`src/rtl/alu_div_ctrl_pkg.sv`:
```
// Shared definitions for the divide controller: data width, op-field bit
// positions, FSM state encoding and the word-result sign-extension helper.
package alu_div_ctrl_pkg;

  localparam int DATA_W        = 64;
  localparam int OP_W          = 3;
  localparam int OP_REM_BIT    = 0;
  localparam int OP_SIGNED_BIT = 1;
  localparam int OP_WORD_BIT   = 2;

  typedef enum logic [2:0] {
    ST_RST    = 3'd0,
    ST_IDLE   = 3'd1,
    ST_LAUNCH = 3'd2,
    ST_WAIT   = 3'd3,
    ST_RESP   = 3'd4,
    ST_DRAIN  = 3'd5
  } state_t;

  // W-type ops always return bit 31 replicated into the upper half.
  function automatic logic [DATA_W-1:0] sext_word(input logic [DATA_W-1:0] v);
    return {{(DATA_W-32){v[31]}}, v[31:0]};
  endfunction

endpackage

```
`src/rtl/alu_div_ctrl_if.sv`:
```
// Request, result and slow-divider signals of the divide controller.
interface alu_div_ctrl_if;
  import alu_div_ctrl_pkg::*;

  logic              flush_i;
  logic              in_valid_i;
  logic              in_ready_o;
  logic              op_rem_i;
  logic              op_signed_i;
  logic              op_word_i;
  logic [DATA_W-1:0] rs1_i;
  logic [DATA_W-1:0] rs2_i;
  logic              res_valid_o;
  logic              res_ready_i;
  logic [DATA_W-1:0] res_data_o;
  logic              div_valid_o;
  logic              div_signed_o;
  logic              div32_o;
  logic [DATA_W-1:0] dividend_o;
  logic [DATA_W-1:0] divisor_o;
  logic              div_ready_i;
  logic [DATA_W-1:0] div_quot_i;
  logic [DATA_W-1:0] div_rem_i;

  modport slave (
    input  flush_i, in_valid_i, op_rem_i, op_signed_i, op_word_i, rs1_i, rs2_i,
    input  res_ready_i, div_ready_i, div_quot_i, div_rem_i,
    output in_ready_o, res_valid_o, res_data_o,
    output div_valid_o, div_signed_o, div32_o, dividend_o, divisor_o
  );

  modport master (
    output flush_i, in_valid_i, op_rem_i, op_signed_i, op_word_i, rs1_i, rs2_i,
    output res_ready_i, div_ready_i, div_quot_i, div_rem_i,
    input  in_ready_o, res_valid_o, res_data_o,
    input  div_valid_o, div_signed_o, div32_o, dividend_o, divisor_o
  );

endinterface

```
`src/rtl/alu_div_ctrl_div_special_case.sv`:
```
// Combinational RISC-V divide corner-case detection (div-by-zero, signed
// overflow) and final result formation for both bypassed and divider results.
module div_special_case
  import alu_div_ctrl_pkg::*;
(
  input  logic [OP_W-1:0]   acc_op,
  input  logic [DATA_W-1:0] acc_rs1,
  input  logic [DATA_W-1:0] acc_rs2,
  input  logic [OP_W-1:0]   held_op,
  input  logic [DATA_W-1:0] quot,
  input  logic [DATA_W-1:0] rem,
  output logic              special,
  output logic [DATA_W-1:0] special_res,
  output logic [DATA_W-1:0] div_res
);

  localparam logic signed [DATA_W-1:0] MIN_S = {1'b1, {(DATA_W-1){1'b0}}};
  localparam logic signed [31:0]       MIN_W = {1'b1, 31'b0};

  logic              is_word;
  logic              is_signed;
  logic              div_zero;
  logic              overflow;
  logic [DATA_W-1:0] dvd;
  logic [DATA_W-1:0] sel;

  always_comb begin
    is_word   = acc_op[OP_WORD_BIT];
    is_signed = acc_op[OP_SIGNED_BIT];
    dvd       = is_word ? sext_word(acc_rs1) : acc_rs1;
    div_zero  = is_word ? (acc_rs2[31:0] == 32'd0) : (acc_rs2 == '0);
    // Most-negative / -1 is the only signed quotient that does not fit.
    if (is_word) begin
      overflow = is_signed && ($signed(acc_rs1[31:0]) == MIN_W) && (acc_rs2[31:0] == '1);
    end else begin
      overflow = is_signed && ($signed(acc_rs1) == MIN_S) && (acc_rs2 == '1);
    end
    special     = div_zero | overflow;
    special_res = '0;
    if (div_zero) begin
      special_res = acc_op[OP_REM_BIT] ? dvd : '1;
    end else if (overflow) begin
      special_res = acc_op[OP_REM_BIT] ? '0 : dvd;
    end

    sel     = held_op[OP_REM_BIT] ? rem : quot;
    div_res = held_op[OP_WORD_BIT] ? sext_word(sel) : sel;
  end

endmodule

```
`src/rtl/alu_div_ctrl.sv`:
```
// Sequencing FSM between the EX stage and the multi-cycle divider: accepts an
// op, bypasses RISC-V corner cases, launches the divider and returns results.
module alu_div_ctrl
  import alu_div_ctrl_pkg::*;
(
  input  logic         clk,
  input  logic         rst,
  alu_div_ctrl_if.slave bus
);

  state_t            state_q;
  state_t            state_d;
  logic [OP_W-1:0]   acc_op;
  logic [OP_W-1:0]   op_p1;
  logic [DATA_W-1:0] dividend_p1;
  logic [DATA_W-1:0] divisor_p1;
  logic [DATA_W-1:0] res_p1;
  logic              accept;
  logic              special;
  logic [DATA_W-1:0] special_res;
  logic [DATA_W-1:0] div_res;
  logic              capture;

  always_comb begin
    acc_op                = '0;
    acc_op[OP_REM_BIT]    = bus.op_rem_i;
    acc_op[OP_SIGNED_BIT] = bus.op_signed_i;
    acc_op[OP_WORD_BIT]   = bus.op_word_i;
  end

  div_special_case u_special (
    .acc_op      (acc_op),
    .acc_rs1     (bus.rs1_i),
    .acc_rs2     (bus.rs2_i),
    .held_op     (op_p1),
    .quot        (bus.div_quot_i),
    .rem         (bus.div_rem_i),
    .special     (special),
    .special_res (special_res),
    .div_res     (div_res)
  );

  assign bus.in_ready_o   = (state_q == ST_IDLE) && !bus.flush_i;
  assign accept           = bus.in_valid_i && bus.in_ready_o;
  assign capture          = (state_q == ST_WAIT) && bus.div_ready_i && !bus.flush_i;
  assign bus.res_valid_o  = (state_q == ST_RESP);
  assign bus.res_data_o   = res_p1;
  assign bus.div_valid_o  = (state_q == ST_LAUNCH);
  assign bus.div_signed_o = op_p1[OP_SIGNED_BIT];
  assign bus.div32_o      = op_p1[OP_WORD_BIT];
  assign bus.dividend_o   = dividend_p1;
  assign bus.divisor_o    = divisor_p1;

  // A flush in LAUNCH still lets the launch pulse go out, so DRAIN always has
  // a completion pulse to wait for.
  always_comb begin
    state_d = state_q;
    unique case (state_q)
      ST_RST:    state_d = ST_IDLE;
      ST_IDLE:   if (accept) state_d = special ? ST_RESP : ST_LAUNCH;
      ST_LAUNCH: state_d = bus.flush_i ? ST_DRAIN : ST_WAIT;
      ST_WAIT: begin
        if (bus.flush_i)          state_d = bus.div_ready_i ? ST_IDLE : ST_DRAIN;
        else if (bus.div_ready_i) state_d = ST_RESP;
      end
      ST_RESP:   if (bus.flush_i || bus.res_ready_i) state_d = ST_IDLE;
      ST_DRAIN:  if (bus.div_ready_i) state_d = ST_IDLE;
      default:   state_d = ST_RST;
    endcase
  end

  // Stage p1: accepted op/operands and the result held for writeback
  always_ff @(posedge clk) begin
    if (rst) begin
      state_q     <= ST_RST;
      op_p1       <= '0;
      dividend_p1 <= '0;
      divisor_p1  <= '0;
      res_p1      <= '0;
    end else begin
      state_q <= state_d;
      if (accept) begin
        op_p1       <= acc_op;
        dividend_p1 <= bus.rs1_i;
        divisor_p1  <= bus.rs2_i;
        if (special) res_p1 <= special_res;
      end
      if (capture) res_p1 <= div_res;
    end
  end

endmodule

```
`src/flat_wrapper.sv`:
```
// flat-port wrapper written by rule: the top's interface ports become plain ports
module alu_div_ctrl_flat import alu_div_ctrl_pkg::*;
  (clk, rst, bus_flush_i, bus_in_valid_i, bus_op_rem_i, bus_op_signed_i, bus_op_word_i, bus_rs1_i, bus_rs2_i, bus_res_ready_i, bus_div_ready_i, bus_div_quot_i, bus_div_rem_i, bus_in_ready_o, bus_res_valid_o, bus_res_data_o, bus_div_valid_o, bus_div_signed_o, bus_div32_o, bus_dividend_o, bus_divisor_o);
  alu_div_ctrl_if bus_i ();
  input  logic clk;
  input  logic rst;
  input wire logic [$bits(bus_i.flush_i)-1:0] bus_flush_i;
  input wire logic [$bits(bus_i.in_valid_i)-1:0] bus_in_valid_i;
  input wire logic [$bits(bus_i.op_rem_i)-1:0] bus_op_rem_i;
  input wire logic [$bits(bus_i.op_signed_i)-1:0] bus_op_signed_i;
  input wire logic [$bits(bus_i.op_word_i)-1:0] bus_op_word_i;
  input wire logic [$bits(bus_i.rs1_i)-1:0] bus_rs1_i;
  input wire logic [$bits(bus_i.rs2_i)-1:0] bus_rs2_i;
  input wire logic [$bits(bus_i.res_ready_i)-1:0] bus_res_ready_i;
  input wire logic [$bits(bus_i.div_ready_i)-1:0] bus_div_ready_i;
  input wire logic [$bits(bus_i.div_quot_i)-1:0] bus_div_quot_i;
  input wire logic [$bits(bus_i.div_rem_i)-1:0] bus_div_rem_i;
  output wire logic [$bits(bus_i.in_ready_o)-1:0] bus_in_ready_o;
  output wire logic [$bits(bus_i.res_valid_o)-1:0] bus_res_valid_o;
  output wire logic [$bits(bus_i.res_data_o)-1:0] bus_res_data_o;
  output wire logic [$bits(bus_i.div_valid_o)-1:0] bus_div_valid_o;
  output wire logic [$bits(bus_i.div_signed_o)-1:0] bus_div_signed_o;
  output wire logic [$bits(bus_i.div32_o)-1:0] bus_div32_o;
  output wire logic [$bits(bus_i.dividend_o)-1:0] bus_dividend_o;
  output wire logic [$bits(bus_i.divisor_o)-1:0] bus_divisor_o;
  assign bus_i.flush_i = bus_flush_i;
  assign bus_i.in_valid_i = bus_in_valid_i;
  assign bus_i.op_rem_i = bus_op_rem_i;
  assign bus_i.op_signed_i = bus_op_signed_i;
  assign bus_i.op_word_i = bus_op_word_i;
  assign bus_i.rs1_i = bus_rs1_i;
  assign bus_i.rs2_i = bus_rs2_i;
  assign bus_i.res_ready_i = bus_res_ready_i;
  assign bus_i.div_ready_i = bus_div_ready_i;
  assign bus_i.div_quot_i = bus_div_quot_i;
  assign bus_i.div_rem_i = bus_div_rem_i;
  assign bus_in_ready_o = bus_i.in_ready_o;
  assign bus_res_valid_o = bus_i.res_valid_o;
  assign bus_res_data_o = bus_i.res_data_o;
  assign bus_div_valid_o = bus_i.div_valid_o;
  assign bus_div_signed_o = bus_i.div_signed_o;
  assign bus_div32_o = bus_i.div32_o;
  assign bus_dividend_o = bus_i.dividend_o;
  assign bus_divisor_o = bus_i.divisor_o;
  alu_div_ctrl u_core (.clk(clk), .rst(rst), .bus(bus_i));
endmodule
```
`config.mk`:
```
export PLATFORM = sky130hd
export DESIGN_NAME = alu_div_ctrl_flat
export DESIGN_NICKNAME = d
export VERILOG_FILES = /design/src/rtl/alu_div_ctrl_pkg.sv /design/src/rtl/alu_div_ctrl_if.sv /design/src/rtl/alu_div_ctrl_div_special_case.sv /design/src/rtl/alu_div_ctrl.sv /design/src/flat_wrapper.sv
export SDC_FILE = /design/constraint.sdc
export NUM_CORES = 1
export LEC_CHECK = 0
export BUFFER_PORTS_ARGS = -buffer_cell sky130_fd_sc_hd__clkbuf_2
export CAP_MARGIN = 20
export CORE_AREA = 10 10 169 171
export CTS_BUF_LIST = sky130_fd_sc_hd__clkbuf_4 sky130_fd_sc_hd__clkbuf_8
export CTS_CLUSTER_DIAMETER = 60
export DETAILED_ROUTE_END_ITERATION = 12
export DIE_AREA = 0 0 179 181
export GPL_ROUTABILITY_DRIVEN = 0
export PLACE_DENSITY_LB_ADDON = 0.05
export SYNTH_ARGS = -nofsm -noshare
export SYNTH_HDL_FRONTEND = slang
export SYNTH_SLANG_ARGS = --single-unit
```
`constraint.sdc`:
```
create_clock -name clk -period 2.8 [get_ports clk]
set_input_delay 0.42 -clock clk [delete_from_list [all_inputs] [get_ports clk]]
set_output_delay 0.42 -clock clk [all_outputs]
set_load 0.01 [all_outputs]
```
==> flow_metrics.env, run 1 <==
export IMPL_yosysTopAreaCellShare=0.4425
export IMPL_synth_area_um2=8957
export IMPL_drive_above_1_share=0.3559
export IMPL_worstPathMaxFanout=26
export IMPL_synthTopCellsByCount="nand2_1, dfxtp_1, a21oi_1, clkbuf_1, nor2_1"
export IMPL_antenna_found_initial=3
export IMPL_yosys_cell_count_top_type="nand2_1"
export IMPL_synthCells=1099
export IMPL_startpoint="bus_rs1_i[19]"
export IMPL_tightest_slew_ps=664.7
export IMPL_rr_worst_depth=6
export IMPL_ios=462
export IMPL_cts_tree="yes"
export IMPL_crit_chain="clkbuf_2 -> or4_1 -> or4_4 -> nor4_4 -> a32oi_2 -> a21oi_4 -> nor3_4 -> buf_16 -> a221o_1"
export IMPL_synthToLayoutAreaGrowth_pct=35.81
export IMPL_detail_route_antenna_nets=0
export IMPL_crit_path_end_kind="flop"
export IMPL_vias=9648
export IMPL_drtPass1Iterations=5
export IMPL_num_rows=58
export IMPL_finalHoldViolations=0
export IMPL_p_per_area_nw_per_um2=539.4
export IMPL_postCtsHoldBufs=0
export IMPL_slew_viol_final=0
export IMPL_synth_edf_count=0
export IMPL_cts_resized=0
export IMPL_vdd_drop_max_v=0.0003673
export IMPL_power_leakage_nw=5.153
export IMPL_wl_per_cell_um=21.63
export IMPL_core_area_um2=25040
export IMPL_dieHeight_um=181
export IMPL_post_route_util=0.4859
export IMPL_drt_iter0_markers=657
export IMPL_ys_flop_type="dfxtp_1"
export IMPL_min_path_type="input port to flop"
export IMPL_yosysUniqueCellTypes=47
export IMPL_max_freq_ghz=0.3950
export IMPL_yosys_top_cells_area="dfxtp_1, nand2_1, a21oi_1"
export IMPL_die_w_um=179
export IMPL_yosys_warnings=0
export IMPL_wirelength_um=40450
export IMPL_finalSetupViolCount=0
export IMPL_grt_pass1_vias=9810
export IMPL_post_cts_buffers=0
export IMPL_async_flop_share=0
export IMPL_cp_arrival_ps=2900
export IMPL_dp_hpwl_um=30550
export IMPL_wl_met1_um=16090
export IMPL_clock_latency_ps=480
export IMPL_synth_seq_cells=198
export IMPL_layout_nets=1789
export IMPL_synth_avg_cell_area_um2=8.150
export IMPL_drc=0
export IMPL_layout_min_cycle_time_ps=2532
export IMPL_grt_max_degree=133
export IMPL_crit_path_end="u_core.bus.res_data_o[5]"
export IMPL_cp_start_kind="input port"
export IMPL_cpPeakStageDelay_ps=600
export IMPL_rsz0062_at_grt="false"
export IMPL_grt_overflow=0
export IMPL_required_ps=3170
export IMPL_rrSetupSlack_ps=500
export IMPL_h_tree_depth=4
export IMPL_crit_path_top_delay_cell="or4_1"
export IMPL_initial_core_util=0.3578
export IMPL_yosys_area_top_type="dfxtp_1"
export IMPL_cts_buffer_depth=2
export IMPL_cts_buffers=17
export IMPL_crit_type="input port to flop"
export IMPL_num_fill_cells=2551
export IMPL_detail_route_vias_per_cell=5.159
export IMPL_ys_seq_area_frac=0.4425
export IMPL_die_area_um2=32400
export IMPL_place_area_um2=11720
export IMPL_grt_util_all_layers=0.2387
export IMPL_outcome="finished, final reports clean"
export IMPL_relSlewSlack=0.5569
export IMPL_cts_clk_slew_worst_paths_ps=120
export IMPL_port_buffers=461
export IMPL_min_path_cells=3
export IMPL_wl_met2_um=20570
export IMPL_clock_sinks=198
export IMPL_met3WireLength_um=3204
export IMPL_timing_rr_end="u_core.bus.res_data_o[40]"
export IMPL_grt_pass1_wl_um=59890
export IMPL_timing_final_crit_share=0.9043
export IMPL_r2r_start="u_core.state_q[1]"
export IMPL_maxUsedRoutingLayer="met4"
export IMPL_syn_nets=1364
export IMPL_cts_root_buf="clkbuf_8"
export IMPL_clock_skew_ps=25.26
export IMPL_max_cap_violations=0
export IMPL_final_cell_area_um2=12170
sequential cells by signal, summed over array words and instances, names as in the netlist:
register / flops
u_core.bus.divisor_o: 64
u_core.state_q: 3
u_core.bus.res_data_o: 64
u_core.bus.dividend_o: 64
u_core.op_p1: 3
kinds of logic after synthesis:
group,count (synthesis),synth area share
compound gates,307,0.2275
xor+xnor,1,0.0009780
buf+inv,94,0.04135
flops,198,0.4425
mux,68,0.07669
simple gates,431,0.2109
cell type report:
class                           instances  area (µm²)  area share
Timing Repair Buffer                  496        2705      0.2224
Antenna cell                            3       7.507   0.0006171
Tap cell                              330       412.9     0.03394
Sequential cell                       198        3968      0.3261
Inverter                                4       15.01    0.001234
Multi-Input combinational cell        807        4649      0.3822
Clock inverter                         13       152.6     0.01255
Clock buffer                           19       255.2     0.02098
worst min path at each step:
stage               slack [ps]                       from                        end
floorplan                  480   u_core.bus.dividend_o[0]   u_core.bus.dividend_o[0]
global placement           440   u_core.bus.divisor_o[25]   u_core.bus.divisor_o[25]
detailed placement         450  u_core.bus.dividend_o[24]  u_core.bus.dividend_o[24]
CTS                        130            bus_op_signed_i            u_core.op_p1[1]
global route               160              bus_rs2_i[34]   u_core.bus.divisor_o[34]
finish                     160            bus_op_signed_i            u_core.op_p1[1]
through the flow:
step,cells,hold slack (ps),worst slack (ps),setup TNS (ps),total power [mW]
2_1_floorplan,1099,480.5,54.21,0,3.956
6_report,1870,164.2,268.1,0,6.562
3_5_place_dp,1834,445.8,-211.3,-11530,4.694
4_1_cts,1866,127.8,308.5,0,6.641
3_3_place_gp,1834,441.4,-170.1,-8908,4.686
5_1_grt,1870,155.1,170.8,0,6.898
cells in the final DEF (no fill, tap or decap), types with 4 or more instances in the layout:
master     Yosys  routed
nor3_1         5       5
clkbuf_8       0      18
clkbuf_2       0     460
inv_1          4       4
a221o_1       27      27
o21ai_0        5       5
mux2i_1       63      63
buf_12         0       9
mux2_2         5       5
a21oi_1      169     169
o21a_1        27      27
inv_6          0       5
buf_4          0      26
nor2b_1        4       4
o2bb2ai_1     31      31
nor2_1        74      72
o22a_1        31      31
nand2b_1       4       4
inv_8          0       4
nor4_1        27      27
nand2_1      276     275
or4_1          4       4
dfxtp_1      198     197
o22ai_1        6       6
nand4_1       18      18
metal layers:
| metal | GRT usage | up-vias |
|---|---|---|
| li1 | - | 4763 |
| met1 | 0.2770 | 4485 |
| met2 | 0.4218 | 368 |
| met3 | 0.06255 | 32 |
| met4 | 0.06120 | 0 |
| met5 | 0 | - |
critical path, delay by kind of cell:
kind / cells / cell delay, ps
and+or+nand+nor: 4 / 1400
AOI/OAI and AO/OA: 3 / 790
buffers and inverters: 2 / 270
report_power, final:
part / leakage (nW) / switching (mW) / internal, mW
Combinational: 3.34 / 0.906 / 0.589
Sequential: 1.60 / 0.125 / 3.00
Clock: 0.210 / 1.16 / 0.788
Total: 5.15 / 2.19 / 4.38
(Power assumes the default switching activity.)
==> run 2: changes to the inputs <==
Settings changed: CELL_PAD_IN_SITES_DETAIL_PLACEMENT set to 0, CELL_PAD_IN_SITES_GLOBAL_PLACEMENT set to 2, CORE_AREA 10 10 169 171 to unset, CORE_ASPECT_RATIO set to 0.6, CORE_MARGIN set to 10, CORE_UTILIZATION set to 23, DIE_AREA 0 0 179 181 to unset.
==> run 2 against run 1 <==
Compared with the run above:
- clock power fell by 2%
- global-route usage fell by 5.4 points
- register-to-register slack improved by 40 ps
- final cell count is 10% higher
- first-iteration DRC count decreased by 8.1%
- wire length grew 13%
- worst setup slack got worse by 170 ps
- critical path type unchanged
- largest power group unchanged
==> flow_metrics.env, run 2 (same netlist as run 1, synthesis figures left out) <==
export IMPL_cp_start_kind="input port"
export IMPL_rrSetupSlack_ps=540
export IMPL_place_area_um2=12040
export IMPL_finalSetupViolCount=0
export IMPL_vias=9527
export IMPL_multi_input_area_um2=4649
export IMPL_r2r_start="u_core.state_q[0]"
export IMPL_die_w_um=274.8
export IMPL_setup_tns_ps=0
export IMPL_layout_nets=1798
export IMPL_crit_type="input port to flop"
export IMPL_clock_latency_ps=500
export IMPL_cp_arrival_ps=3100
export IMPL_worstHoldEndpoint="u_core.bus.dividend_o[63]"
export IMPL_grt_pass1_vias=9769
export IMPL_cp_depth=9
export IMPL_cts_buffers=17
export IMPL_timing_final_crit_share=0.9665
export IMPL_relSlewSlack=0.4433
export IMPL_final_cell_area_um2=12410
export IMPL_finalHoldViolations=0
export IMPL_required_ps=3190
export IMPL_timing_rr_end="u_core.bus.res_data_o[31]"
export IMPL_antenna_found_initial=1
export IMPL_min_path_cells=3
export IMPL_p_total_mw=6.574
export IMPL_final_common_cell="clkbuf_2"
export IMPL_worstPathMaxFanout=19
export IMPL_grt_pass1_wl_um=65980
export IMPL_cts_buffer_depth=2
export IMPL_synthToLayoutAreaGrowth_pct=38.58
export IMPL_drive_above_1_share=0.3596
export IMPL_initial_core_util=0.2354
export IMPL_cpPeakStageDelay_ps=670
export IMPL_antenna_cells=0
export IMPL_cts_root_buf="clkbuf_8"
export IMPL_max_cap_violations=0
export IMPL_power_leakage_nw=5.183
export IMPL_num_fill_cells=4197
export IMPL_postCtsHoldBufs=0
export IMPL_detail_route_antenna_nets=0
export IMPL_max_freq_ghz=0.3695
export IMPL_crit_path_end_kind="flop"
export IMPL_h_tree_depth=4
export IMPL_detail_route_vias_per_cell=4.627
export IMPL_core_area_um2=38060
export IMPL_grt_util_all_layers=0.1851
export IMPL_critPathTopFamily="simple AND/OR/NAND/NOR gates"
export IMPL_crit_path_top_delay_cell="or4_1"
export IMPL_cts_clk_slew_worst_paths_ps=120
export IMPL_dieHeight_um=172.9
export IMPL_p_per_area_nw_per_um2=529.6
export IMPL_grt_overflow=0
export IMPL_post_cts_buffers=0
export IMPL_seq_area_um2=3968
export IMPL_layout_min_cycle_time_ps=2706
export IMPL_wirelength_um=45900
export IMPL_slew_viol_final=0
export IMPL_vdd_drop_max_v=0.0002705
export IMPL_rsz0062_at_grt="false"
export IMPL_ios=462
export IMPL_clock_sinks=198
export IMPL_fin_hold_ws_ps=151.9
export IMPL_rr_worst_depth=5
export IMPL_min_path_type="input port to flop"
export IMPL_most_common_layout_cells="clkbuf_2, nand2_1, dfxtp_1"
export IMPL_clock_skew_ps=17.75
export IMPL_cp_num_buf_inv=2
export IMPL_die_area_um2=47500
export IMPL_worstHoldStart="bus_rs1_i[63]"
export IMPL_drt_iter0_markers=604
export IMPL_tightest_slew_ps=835.1
export IMPL_grt_max_degree=133
export IMPL_cts_resized=0
export IMPL_outcome="finished, final reports clean"
export IMPL_crit_chain="clkbuf_2 -> or4_1 -> or4_4 -> nor4_4 -> a32oi_2 -> a21oi_4 -> nor3_4 -> buf_16 -> a221o_1"
export IMPL_cts_tree="yes"
export IMPL_wl_per_cell_um=22.29
export IMPL_dp_hpwl_um=35270
export IMPL_drtPass1Iterations=4
export IMPL_port_buffers=461
export IMPL_num_rows=55
export IMPL_drc=0
==> run 2: cell count changes in the layout (fill, tap and decap cells not counted) <==
cell        previous run  this run
buf_4                 26        35
clkbuf_8              18        20
diode_2                3         0
buf_12                 9         8
bufinv_16              1         0
buf_6                  0         1
clkinv_2               0         1
clkinvlp_4             0         1
inv_8                  4         1
clkbuf_4               1         2
clkinv_8               1         0
==> run 2: layout make-up <==
class	instances	share of cell area
Clock inverter	10	0.006854
Clock buffer	22	0.02338
Inverter	4	0.001210
Tap cell	513	0.05171
Timing Repair Buffer	505	0.2227
Multi-Input combinational cell	807	0.3746
Sequential cell	198	0.3196
==> run 2: worst max-delay path by stage <==
stage | slack, ps | startpoint | to
global route | 40 | bus_rs1_i[19] | u_core.bus.res_data_o[25]
CTS | 140 | bus_rs1_i[19] | u_core.bus.res_data_o[13]
detailed placement | -410 | bus_rs1_i[19] | u_core.bus.res_data_o[22]
global placement | -270 | bus_rs1_i[19] | u_core.bus.res_data_o[25]
floorplan | 50 | bus_rs1_i[19] | u_core.bus.res_data_o[21]
finish | 90 | bus_rs1_i[19] | u_core.bus.res_data_o[29]
==> run 2: where the power goes <==
part | leakage (nW) | internal, mW | switching, mW | total, mW
logic | 3.39 | 0.600 | 0.964 | 1.56
clock network | 0.194 | 0.730 | 1.17 | 1.90
registers | 1.60 | 3.00 | 0.107 | 3.11
==> run 2: stage by stage <==
step / setup WS (ps) / cells / utilization
after floorplan: 54.21 / 1099 / -
after global routing: 40.55 / 2059 / 0.3262
after detailed placement: -410.7 / 2027 / 0.3163
after global placement: -270.9 / 2026 / 0.3156
final: 93.67 / 2059 / 0.3262
after CTS: 142.8 / 2059 / 0.3262
==> run 2: routing by layer <==
layer / vias to the layer above / wire [µm] / global-route usage / part of all wire
met2: 226 / 22360 / 0.3138 / 0.49
li1: 4765 / - / - / -
met3: 22 / 2277 / 0.04147 / 0.050
met1: 4514 / 20730 / 0.2371 / 0.45
met4: 0 / 536 / 0.03427 / 0.012
met5: - / 0 / 0 / 0
==> run 2: tightest hold or removal path, cell delays in order <==
cell	delay, ps
clkbuf_2	90
nand2_1	50
a21oi_1	50
